$ cat src/rtl/pc_unit_if.sv
// Strobe and bus bundle between the PC control decoder (master) and the PC datapath (slave).
interface pc_unit_if;
    logic        n_ready;
    logic        n_IPC;
    logic        PCL_PCL;
    logic        ADL_PCL;
    logic        PCH_PCH;
    logic        ADH_PCH;
    logic        DL_PCH;
    logic        PCL_DB;
    logic        PCH_DB;
    logic        PCL_ADL;
    logic        PCH_ADH;
    logic [7:0]  ADL_in;
    logic [7:0]  ADH_in;
    logic [7:0]  DL_in;
    logic [7:0]  DB_out;
    logic        DB_drv;
    logic [7:0]  ADL_out;
    logic        ADL_drv;
    logic [7:0]  ADH_out;
    logic        ADH_drv;
    logic [15:0] PC;
    logic        PCLC;

    modport master (
        output n_ready, n_IPC, PCL_PCL, ADL_PCL, PCH_PCH, ADH_PCH, DL_PCH,
               PCL_DB, PCH_DB, PCL_ADL, PCH_ADH, ADL_in, ADH_in, DL_in,
        input  DB_out, DB_drv, ADL_out, ADL_drv, ADH_out, ADH_drv, PC, PCLC
    );

    modport slave (
        input  n_ready, n_IPC, PCL_PCL, ADL_PCL, PCH_PCH, ADH_PCH, DL_PCH,
               PCL_DB, PCH_DB, PCL_ADL, PCH_ADH, ADL_in, ADH_in, DL_in,
        output DB_out, DB_drv, ADL_out, ADL_drv, ADH_out, ADH_drv, PC, PCLC
    );
endinterface

$ cat src/rtl/pc_unit.sv
// Program-counter datapath: PCL/PCH with input-select latches, ripple incrementer
// and precharged-bus drive model (undriven bus reads FF, multiple drivers wired-AND).
module pc_unit #(
    parameter logic [15:0] RESET_PC = 16'h0000
) (
    input  logic    PHI0,
    input  logic    n_RES,
    pc_unit_if.slave bus
);
    logic [7:0] pcl, pch, pcls, pchs;
    logic       pclc;
    logic [7:0] pcls_next, pchs_next, pcl_next, pch_next;
    logic       cl;
    logic       inc;

    always_comb begin
        case ({bus.ADL_PCL, bus.PCL_PCL})
            2'b11:   pcls_next = bus.ADL_in & pcl;
            2'b10:   pcls_next = bus.ADL_in;
            2'b01:   pcls_next = pcl;
            default: pcls_next = pcls;
        endcase
    end

    // Each asserted source pulls bits low; with no source the latch keeps its value.
    always_comb begin
        pchs_next = 8'hFF;
        if (bus.ADH_PCH) pchs_next = pchs_next & bus.ADH_in;
        if (bus.DL_PCH)  pchs_next = pchs_next & bus.DL_in;
        if (bus.PCH_PCH) pchs_next = pchs_next & pch;
        if (!(bus.ADH_PCH || bus.DL_PCH || bus.PCH_PCH)) pchs_next = pchs;
    end

    assign inc             = ~bus.n_IPC;
    assign {cl, pcl_next}  = {1'b0, pcls_next} + {8'h00, inc};
    assign pch_next        = pchs_next + {7'b0, cl};

    always_ff @(posedge PHI0 or negedge n_RES) begin
        if (!n_RES) begin
            pcl  <= RESET_PC[7:0];
            pch  <= RESET_PC[15:8];
            pcls <= RESET_PC[7:0];
            pchs <= RESET_PC[15:8];
            pclc <= 1'b0;
        end else if (!bus.n_ready) begin
            pcl  <= pcl_next;
            pch  <= pch_next;
            pcls <= pcls_next;
            pchs <= pchs_next;
            pclc <= cl;
        end
    end

    always_comb begin
        case ({bus.PCH_DB, bus.PCL_DB})
            2'b11:   bus.DB_out = pcl & pch;
            2'b01:   bus.DB_out = pcl;
            2'b10:   bus.DB_out = pch;
            default: bus.DB_out = 8'hFF;
        endcase
        bus.DB_drv  = bus.PCL_DB | bus.PCH_DB;
        bus.ADL_drv = bus.PCL_ADL;
        bus.ADL_out = bus.PCL_ADL ? pcl : 8'hFF;
        bus.ADH_drv = bus.PCH_ADH;
        bus.ADH_out = bus.PCH_ADH ? pch : 8'hFF;
    end

    assign bus.PC   = {pch, pcl};
    assign bus.PCLC = pclc;
endmodule

$ cat src/flat_wrapper.sv
// flat-port wrapper written by rule: the top's interface ports become plain ports
module pc_unit_flat 
#(
    parameter logic [15:0] RESET_PC = 16'h0000
)
  (PHI0, n_RES, bus_n_ready, bus_n_IPC, bus_PCL_PCL, bus_ADL_PCL, bus_PCH_PCH, bus_ADH_PCH, bus_DL_PCH, bus_PCL_DB, bus_PCH_DB, bus_PCL_ADL, bus_PCH_ADH, bus_ADL_in, bus_ADH_in, bus_DL_in, bus_DB_out, bus_DB_drv, bus_ADL_out, bus_ADL_drv, bus_ADH_out, bus_ADH_drv, bus_PC, bus_PCLC);
  pc_unit_if bus_i ();
  input  logic PHI0;
  input  logic n_RES;
  input wire logic [$bits(bus_i.n_ready)-1:0] bus_n_ready;
  input wire logic [$bits(bus_i.n_IPC)-1:0] bus_n_IPC;
  input wire logic [$bits(bus_i.PCL_PCL)-1:0] bus_PCL_PCL;
  input wire logic [$bits(bus_i.ADL_PCL)-1:0] bus_ADL_PCL;
  input wire logic [$bits(bus_i.PCH_PCH)-1:0] bus_PCH_PCH;
  input wire logic [$bits(bus_i.ADH_PCH)-1:0] bus_ADH_PCH;
  input wire logic [$bits(bus_i.DL_PCH)-1:0] bus_DL_PCH;
  input wire logic [$bits(bus_i.PCL_DB)-1:0] bus_PCL_DB;
  input wire logic [$bits(bus_i.PCH_DB)-1:0] bus_PCH_DB;
  input wire logic [$bits(bus_i.PCL_ADL)-1:0] bus_PCL_ADL;
  input wire logic [$bits(bus_i.PCH_ADH)-1:0] bus_PCH_ADH;
  input wire logic [$bits(bus_i.ADL_in)-1:0] bus_ADL_in;
  input wire logic [$bits(bus_i.ADH_in)-1:0] bus_ADH_in;
  input wire logic [$bits(bus_i.DL_in)-1:0] bus_DL_in;
  output wire logic [$bits(bus_i.DB_out)-1:0] bus_DB_out;
  output wire logic [$bits(bus_i.DB_drv)-1:0] bus_DB_drv;
  output wire logic [$bits(bus_i.ADL_out)-1:0] bus_ADL_out;
  output wire logic [$bits(bus_i.ADL_drv)-1:0] bus_ADL_drv;
  output wire logic [$bits(bus_i.ADH_out)-1:0] bus_ADH_out;
  output wire logic [$bits(bus_i.ADH_drv)-1:0] bus_ADH_drv;
  output wire logic [$bits(bus_i.PC)-1:0] bus_PC;
  output wire logic [$bits(bus_i.PCLC)-1:0] bus_PCLC;
  assign bus_i.n_ready = bus_n_ready;
  assign bus_i.n_IPC = bus_n_IPC;
  assign bus_i.PCL_PCL = bus_PCL_PCL;
  assign bus_i.ADL_PCL = bus_ADL_PCL;
  assign bus_i.PCH_PCH = bus_PCH_PCH;
  assign bus_i.ADH_PCH = bus_ADH_PCH;
  assign bus_i.DL_PCH = bus_DL_PCH;
  assign bus_i.PCL_DB = bus_PCL_DB;
  assign bus_i.PCH_DB = bus_PCH_DB;
  assign bus_i.PCL_ADL = bus_PCL_ADL;
  assign bus_i.PCH_ADH = bus_PCH_ADH;
  assign bus_i.ADL_in = bus_ADL_in;
  assign bus_i.ADH_in = bus_ADH_in;
  assign bus_i.DL_in = bus_DL_in;
  assign bus_DB_out = bus_i.DB_out;
  assign bus_DB_drv = bus_i.DB_drv;
  assign bus_ADL_out = bus_i.ADL_out;
  assign bus_ADL_drv = bus_i.ADL_drv;
  assign bus_ADH_out = bus_i.ADH_out;
  assign bus_ADH_drv = bus_i.ADH_drv;
  assign bus_PC = bus_i.PC;
  assign bus_PCLC = bus_i.PCLC;
  pc_unit #(.RESET_PC(RESET_PC)) u_core (.PHI0(PHI0), .n_RES(n_RES), .bus(bus_i));
endmodule
$ cat config.mk
export PLATFORM = sky130hd
export DESIGN_NAME = pc_unit_flat
export DESIGN_NICKNAME = d
export VERILOG_FILES = /design/src/rtl/pc_unit_if.sv /design/src/rtl/pc_unit.sv /design/src/flat_wrapper.sv
export SDC_FILE = /design/constraint.sdc
export NUM_CORES = 1
export LEC_CHECK = 0
export ABC_AREA = 1
export CAP_MARGIN = 20
export CORE_ASPECT_RATIO = 0.75
export CORE_MARGIN = 2
export CORE_UTILIZATION = 45
export DETAILED_ROUTE_END_ITERATION = 6
export PLACE_DENSITY = 0.8
export SYNTH_ARGS = -nofsm -noshare
export SYNTH_HDL_FRONTEND = slang
export SYNTH_SLANG_ARGS = --single-unit
$ cat constraint.sdc
create_clock -name PHI0 -period 3.5 [get_ports PHI0]
set_clock_uncertainty 0.15 [all_clocks]
set_input_delay 0.7 -clock PHI0 [delete_from_list [all_inputs] [get_ports PHI0]]
set_output_delay 0.7 -clock PHI0 [all_outputs]
set_load 0.05 [all_outputs]
==> impl_metrics.py <==
metrics = {
    "global_route": {
        "grt_max_degree": 34,
        "grt_use_total_pct": 24.5,
        "antenna_found_initial": 0,
        "grt_pass1_wl_um": 10800,
        "first_global_vias": 2203,
        "grt-ovfl-total": 0,
    },
    "placement": {
        "pre_cts_slack_ns": -0.0569,
        "dp_hpwl_um": 5060,
        "placed_cell_area_mm2": 0.00315,
        "port_buffers": 80,
        "place_congestion": 0.878,
    },
    "yosys": {
        "ys_ff_latch": 33,
        "synthTopCellsByArea": "dfrtp_1 (36%), nand2_1 (12%), inv_1 (8.2%), o21ai_0 (4.6%), o22ai_1 (4.4%)",
        "synth_fp_nets": 351,
        "synth_cell_type_count": 39,
        "yosysSeqAreaShare_pct": 36.0,
        "synth_edf_count": 0,
        "synthArstFlopShare_pct": 100,
        "netlist_instances": 311,
        "yosysWarnings": 0,
        "netlist_area_mm2": 0.00230,
        "yosysTopAreaCell": "dfrtp_1",
        "synth_flop_cell": "dfrtp_1",
        "synth_top_area_share_pct": 36.0,
        "avgSynthCellArea_um2": 7.38,
    },
    "routing": {
        "drtAntennaViolNets": 0,
        "routed_wl_um": 6420,
        "dr.pass1.iters": 5,
        "route.vias.total": 2319,
        "drc": 0,
        "wire_per_inst_um": 14.2,
        "vias_per_cell": 5.12,
        "dr.first_iter.drc_count": 138,
    },
    "layout": {
        "fin_nets": 433,
        "area_growth_pct": 41.1,
        "layout-drive-gt1-share_pct": 13.0,
        "diodes": 0,
        "finalInstanceArea_mm2": 0.00324,
        "final_common_cell": "clkdlybuf4s50_1",
        "final_cell_mix": "clkdlybuf4s50_1 (79), nand2_1 (75), inv_1 (50)",
    },
    "cts": {
        "cts_tree": "built",
        "root_buffer": "clkbuf_8",
        "post_cts_buffers": 0,
        "insertion_delay_ns": 0.29,
        "cts_sinks": 33,
        "htree_levels": 2,
        "cts_hold_buf": 0,
        "cts_resized": 0,
        "cts_buffers": 5,
        "cts.clk_slew.worst_paths_ns": 0.07,
        "cts_max_path_buffers": 2,
    },
    "floorplan": {
        "die_area_mm2": 0.00570,
        "rows": 22,
        "start_util_pct": 46.9,
        "core_area_mm2": 0.00490,
        "die_w_um": 86.5,
        "ioPinCount": 81,
        "die_h_um": 65.9,
    },
    "power_and_ir_drop": {
        "power.total_mw": 1.42,
        "power.leakage_nw": 1.56,
        "irDropWorstVdd_uv": 235,
        "power_density_mw_per_mm2": 438,
    },
    "sta": {
        "hold_viol_final": 0,
        "fin_ws_ns": 0.180,
        "rsz0062_at_grt": "no",
        "hold_slack_ns": 0.338,
        "max_freq_ghz": 0.301,
        "finalCriticalPeriod_ns": 3.32,
        "slew_viol_final": 0,
        "fin_crit_sh_pct": 94.8,
        "finalSetupViolCount": 0,
        "setup_tns_ns": 0,
        "tightest_slew_ns": 0.520,
        "slew_headroom_pct": 65.2,
    },
    "setup_path": {
        "cp-start-kind": "input pin",
        "required_ns": 3.52,
        "cp.arrival_ns": 3.34,
        "r2r_start": "u_core.pcl[0]$_DFFE_PN0N_",
        "path_max_fanout": 3,
        "r2r_cells": 14,
        "r2r_setup_slack_ns": 0.88,
        "r2r_end": "u_core.pch[6]$_DFFE_PN0N_",
        "crit_type": "in2reg",
        "endpoint_kind": "flop",
    },
    "min_path": {
        "min_to": "u_core.pchs[6]$_DFFE_PN0N_",
        "hold_path.class": "reg2reg",
        "min_from": "u_core.pchs[6]$_DFFE_PN0N_",
        "holdPathStages": 2,
    },
    "run_status": {
        "status": "complete, no violations",
    },
    "flow_run": {
        "drv_cap": 0,
    },
}
-- cell families (layout without fill, tap and decap cells) --
group	count (synthesis)	count (layout)	share of synthesized area, %
compound gates	54	54	13.8
xor+xnor	1	1	0.382
fa+ha+maj	3	3	1.64
buf+inv	71	153	13.0
flops	33	33	36.0
simple gates	149	149	35.2
-- power by group --
group / total [mW] / internal (mW) / switching, mW
Sequential: 0.473 / 0.434 / 0.0396
Clock: 0.295 / 0.156 / 0.139
Combinational: 0.652 / 0.223 / 0.429
-- how the worst max path moves through the flow --
stage / from / endpoint / cells past startpoint
final: bus_ADL_PCL / u_core.pch[6]$_DFFE_PN0N_ / 15
after global routing: bus_PCL_DB / bus_DB_out[4] / 5
after CTS: bus_PCL_DB / bus_DB_out[7] / 5
after detailed placement: bus_ADL_PCL / u_core.pch[6]$_DFFE_PN0N_ / 15
after global placement: bus_ADL_PCL / u_core.pch[6]$_DFFE_PN0N_ / 15
after floorplan: bus_ADL_PCL / u_core.pch[6]$_DFFE_PN0N_ / 15
-- cell usage after synthesis (2+ instances only) --
cell type and n:
inv_2 3, clkinv_1 3, nor2_4 5, nor2_1 23
o211ai_1 2, buf_6 3, inv_1 50, nand4_1 5
a31oi_1 2, nand3_4 2, ha_1 3, nand3_1 13
o21ai_0 21, dfrtp_1 33, a21oi_1 7, nand3_2 4
nand2_2 8, clkbuf_1 9, buf_4 2, or2_2 3
nand2_1 75, nand4_4 2, o22ai_1 16, nor2_8 2
-- layer usage --
| layer | global-route usage, % | share of wire, % |
|---|---|---|
| met1 | 33.5 | 46 |
| met2 | 39.3 | 47 |
| met3 | 4.62 | 5.4 |
| met4 | 7.62 | 1.1 |
| met5 | 0 | 0 |
-- through the flow --
step,std cells,utilization (%)
floorplan,311,-
global placement,446,64.4
detailed placement,446,64.4
CTS,453,66.1
global route,453,66.1
finish,453,66.1
-- cell type report --
class                      instances  area, um2
timing repair buffer              89        866
clock buffer                       7       86.3
tap                               60       75.1
inverter                          57        216
multi-input combinational        207       1170
sequential                        33        826
fill                             438       1660
-- state kept, by name, indices dropped and copies added (netlist names) --
register,cells
u_core.bus.PCLC,1
u_core.pcls,8
u_core.pchs,8
u_core.pch,8
u_core.pcl,8
-- worst max-delay path, stage by stage --
cell and delay [ns]:
clkdlybuf4s50_1 0.68, nor2_8 0.07, a221oi_1 0.35, ha_1 0.26
ha_1 0.23, nand4_4 0.15, nor2_8 0.12, nand4_4 0.07
inv_1 0.06, ha_1 0.18, nand2_2 0.09, nor2_4 0.12
nand2_2 0.07, o21ai_2 0.10, nand3_1 0.08
(Power assumes the default switching activity.)
